`src/rtl/binary_counter_pkg.sv`:
```
// Shared constants and helpers for the presettable binary down-counter.
// The counter is built from SLICE_W-bit slices chained by their zero flags.
package binary_counter_pkg;

    localparam int unsigned SLICE_W = 4;

    function automatic logic is_zero(input logic [SLICE_W-1:0] vec);
        return (vec == '0);
    endfunction

endpackage

```
`src/rtl/down_counter_slice.sv`:
```
// One 4-bit down-counting slice with async clear, sync parallel load and count enable.
// ZERO reports the slice's own terminal count for the borrow chain.
module down_counter_slice
    import binary_counter_pkg::*;
(
    input  logic               CLK,
    input  logic               CLR,
    input  logic               LOAD_n,
    input  logic [SLICE_W-1:0] D,
    input  logic               CE_IN,
    output logic [SLICE_W-1:0] Q,
    output logic               ZERO
);

    localparam logic [SLICE_W-1:0] SliceOne = SLICE_W'(1);

    logic [SLICE_W-1:0] cnt_q;
    logic [SLICE_W-1:0] cnt_d;

    // Load outranks count, so a simultaneous request never decrements.
    always_comb begin
        cnt_d = cnt_q;
        if (!LOAD_n) begin
            cnt_d = D;
        end else if (CE_IN) begin
            cnt_d = cnt_q - SliceOne;
        end
    end

    always_ff @(posedge CLK or posedge CLR) begin
        if (CLR) begin
            cnt_q <= '0;
        end else begin
            cnt_q <= cnt_d;
        end
    end

    assign Q    = cnt_q;
    assign ZERO = is_zero(cnt_q);

endmodule

```
`src/rtl/binary_down_counter.sv`:
```
// Presettable binary down-counter with ripple-borrow out, built from 4-bit slices.
// Define BDC_AUTO_RELOAD_EN to reload the last loaded value instead of wrapping at zero.
module binary_down_counter
    import binary_counter_pkg::*;
#(
    parameter int unsigned WIDTH = 4
) (
    input  logic             CLK,
    input  logic             CLR,
    input  logic             LOAD_n,
    input  logic [WIDTH-1:0] D,
    input  logic             ENP,
    input  logic             ENT,
    output logic [WIDTH-1:0] Q,
    output logic             RBO
);

    localparam int unsigned NSLICE = WIDTH / SLICE_W;

    if ((WIDTH % SLICE_W) != 0 || WIDTH == 0) begin : g_width_check
        $error("binary_down_counter: WIDTH must be a non-zero multiple of 4");
    end

    logic              count_en;
    logic              all_zero;
    logic [NSLICE:0]   lower_zero;
    logic [NSLICE-1:0] slice_zero;
    logic [NSLICE-1:0] slice_ce;
    logic              slice_load_n;
    logic [WIDTH-1:0]  slice_d;

    assign count_en = ENP & ENT;

    // Slice k borrows only when every less significant slice sits at zero.
    always_comb begin
        lower_zero    = '0;
        slice_ce      = '0;
        lower_zero[0] = 1'b1;
        for (int unsigned k = 0; k < NSLICE; k++) begin
            slice_ce[k]     = count_en & lower_zero[k];
            lower_zero[k+1] = lower_zero[k] & slice_zero[k];
        end
    end

    assign all_zero = lower_zero[NSLICE];

`ifdef BDC_AUTO_RELOAD_EN
    logic [WIDTH-1:0] reload_q;
    logic [WIDTH-1:0] reload_d;

    always_comb begin
        reload_d = reload_q;
        if (!LOAD_n) begin
            reload_d = D;
        end
    end

    always_ff @(posedge CLK or posedge CLR) begin
        if (CLR) begin
            reload_q <= '0;
        end else begin
            reload_q <= reload_d;
        end
    end

    // Counting out of zero becomes an internal load of the reload value.
    always_comb begin
        slice_load_n = LOAD_n & ~(count_en & all_zero);
        slice_d      = LOAD_n ? reload_q : D;
    end
`else
    always_comb begin
        slice_load_n = LOAD_n;
        slice_d      = D;
    end
`endif

    for (genvar k = 0; k < NSLICE; k++) begin : g_slice
        down_counter_slice u_slice (
            .CLK    (CLK),
            .CLR    (CLR),
            .LOAD_n (slice_load_n),
            .D      (slice_d[k*SLICE_W +: SLICE_W]),
            .CE_IN  (slice_ce[k]),
            .Q      (Q[k*SLICE_W +: SLICE_W]),
            .ZERO   (slice_zero[k])
        );
    end

    assign RBO = ENT & all_zero;

endmodule

```
`config.mk`:
```
export PLATFORM = sky130hd
export DESIGN_NAME = binary_down_counter
export DESIGN_NICKNAME = d
export VERILOG_FILES = /design/src/rtl/binary_counter_pkg.sv /design/src/rtl/down_counter_slice.sv /design/src/rtl/binary_down_counter.sv
export SDC_FILE = /design/constraint.sdc
export NUM_CORES = 1
export LEC_CHECK = 0
export BUFFER_PORTS_ARGS = -buffer_cell sky130_fd_sc_hd__buf_4
export CAP_MARGIN = 10
export CELL_PAD_IN_SITES_DETAIL_PLACEMENT = 0
export CELL_PAD_IN_SITES_GLOBAL_PLACEMENT = 1
export CORE_AREA = 2 2 39 41
export DETAILED_ROUTE_END_ITERATION = 10
export DIE_AREA = 0 0 41 43
export PLACE_DENSITY_LB_ADDON = 0.12
export SYNTH_ARGS = -nofsm -noshare
export SYNTH_HDL_FRONTEND = slang
export SYNTH_SLANG_ARGS = --single-unit
```
`constraint.sdc`:
```
create_clock -name CLK -period 1.92 [get_ports CLK]
set_input_delay 0.096 -clock CLK [delete_from_list [all_inputs] [get_ports CLK]]
set_output_delay 0.096 -clock CLK [all_outputs]
set_load 0.01 [all_outputs]
```
==> metrics.txt <==
outcome=completed; drt pass-1 iters=2; Detail Route Antenna Nets=0; Synth Register Bits=4; Routed WL per cell=9.85 um; I/O Pins=14; sequential fraction of the synthesis area=42.1%; global-route wire length before repair=986 um; HP Start=LOAD_n; Worst EP required=2080 ps; hold buffers post-CTS=1; Hold WC Path Type=input pin to flop; Hold Fails Final Rpt=0; fin crit share=70.2%; Setup crit start=g_slice[0].u_slice.Q[2]; max-slew violation count=0; syn nets=37; YS warnings=0; setup bufs post-CTS=0; Synth Area per Inst=9.14 sq um; Worst Path Max Fanout=4; die height=43 um; DR vias=244; Reg clk slew, reported paths=40 ps; Resize count post-CTS=0; RR Endpoint=g_slice[0].u_slice.Q[3]; Setup crit start kind=flop; r2r setup slk=570 ps; final wirelength=581 um; Place WS=568 ps; Setup Skew=5.02 ps; Util after Layout=28.0%; most frequent cells in the layout=buf_4 (13), dfrtp_1 (4), nor2_1 (3), inv_1 (3), clkbuf_4 (3); P&R area growth vs syn=63.2%; antenna violations before repair=0; Worst-Skew Late Latency=240 ps; vias per cell=4.14; crit path capture=g_slice[0].u_slice.Q[3]; starting DRC count in detailed routing=9; GR Util All Layers=9.06%; vias in the first global route=234; core area=0.00138 sq mm; crit path DAT=1510 ps; standard-cell rows=14; Cell Pwr Density=736 mW/mm^2; FF-to-FF Start=g_slice[0].u_slice.Q[2]; Setup crit end kind=flop; CTS root buffer=clkbuf_4; residual DRC count=0; Cells after Synth=26; Final setup viols=0; Antenna Cells=0; pin count of the biggest net entering global routing=8; Maximum Capacitance Violations=0; Initial Util=17.2%; leading cell type in the layout, fill and taps excluded=buf_4; worst setup path class=flop to flop; Synth cell types=15; CTS sink cnt=4; fill cell count=150; IO Port Bufs=13; minimum clock period=1350 ps; slew at the pin closest to its max-slew limit=175 ps; Pleak=0.000193 uW; setup TNS=0 ps; worst vdd ir=0.287 mV; # nets final=56; GPL Wtd Cong=0.637; max FFs per register=4; Mapped Area=238 sq um; Congestion Overflow GR=0; total CTS buffers=3; share of layout cells above drive strength 1=39.5%; die area=0.00176 sq mm; CTS tree=yes; R2R depth=3; Die X=41 um; RSZ-0062 raised after global routing=no; Max Clk Rate=0.742 GHz; H-Tree Depth=1; slew margin rel.=88.3%; setup ws final=572 ps; CTS Buffer Depth=2
## report_power, final
group | internal (uW) | total [uW] | switching (uW)
sequential | 95.2 | 104 | 9.14
clock | 70.0 | 106 | 36.4
combinational | 41.7 | 74.9 | 33.2
total | 207 | 286 | 78.7
## worst max-delay path: stages, from the launching register on
cell and delay [ps]:
dfrtp_1 410, or3_1 390, or3_1 310, a31oi_1 170
## cell families (layout without fill, tap and decap cells)
logic type / Yosys count / after routing / share of synthesized area [%]
DFF: 4 / 4 / 42.1
adders and majority gates: 2 / 2 / 10.5
xor gates and xnor gates: 2 / 2 / 7.37
buffers and inverters: 3 / 20 / 4.74
AOI/OAI and AO/OA: 4 / 4 / 8.95
and+or+nand+nor: 9 / 9 / 17.4
muxes: 2 / 2 / 8.95
## cell type report
type	count	area, sq um	area share (%)
Clock buffer	3	22.5	5.81
Sequential cell	4	100	25.8
Multi-Input combinational cell	19	126	32.6
Timing Repair Buffer	14	108	27.7
Tap cell	16	20.0	5.16
Inverter	3	11.3	2.90
## synthesized netlist by cell type (all sizes together)
library cell  instances  area [sq um]
nor2                  3          11.3
nor3                  1          5.00
dfrtp                 4           100
nand2                 2          7.51
mux2i                 1          10.0
ha                    2          25.0
nand3                 1          5.00
mux2                  1          11.3
xor2                  1          8.76
o21ai                 1          5.00
a21oi                 2          10.0
xnor2                 1          8.76
inv                   3          11.3
or3                   2          12.5
a31oi                 1          6.26
## metrics by stage
step	hold WS, ps	instance area (sq um)	std cells	power [uW]
2_1_floorplan	-138	238	26	140
5_1_grt	81.6	388	59	313
3_5_place_dp	0.729	355	55	180
6_report	84.7	388	59	286
4_1_cts	87.0	388	59	292
3_3_place_gp	1.32	355	55	179
## worst min-delay path by stage
stage / endpoint / slack, ps / cells past startpoint
floorplan: g_slice[0].u_slice.Q[0] / -140 / 1
global placement: g_slice[0].u_slice.Q[0] / 1 / 2
detailed placement: g_slice[0].u_slice.Q[3] / 0.7 / 2
CTS: g_slice[0].u_slice.Q[1] / 90 / 2
global route: g_slice[0].u_slice.Q[2] / 80 / 2
finish: g_slice[0].u_slice.Q[2] / 80 / 2
## layer usage
layer	track usage (%)	vias up	wire length, um	share of wire [%]
met4	2.00	0	0	0
li1	-	123	-	-
met3	9.42	0	85	15
met1	9.42	109	236	41
met5	0	-	0	0
met2	12.5	12	258	44
No activity file was read; power rests on OpenSTA's default activity.
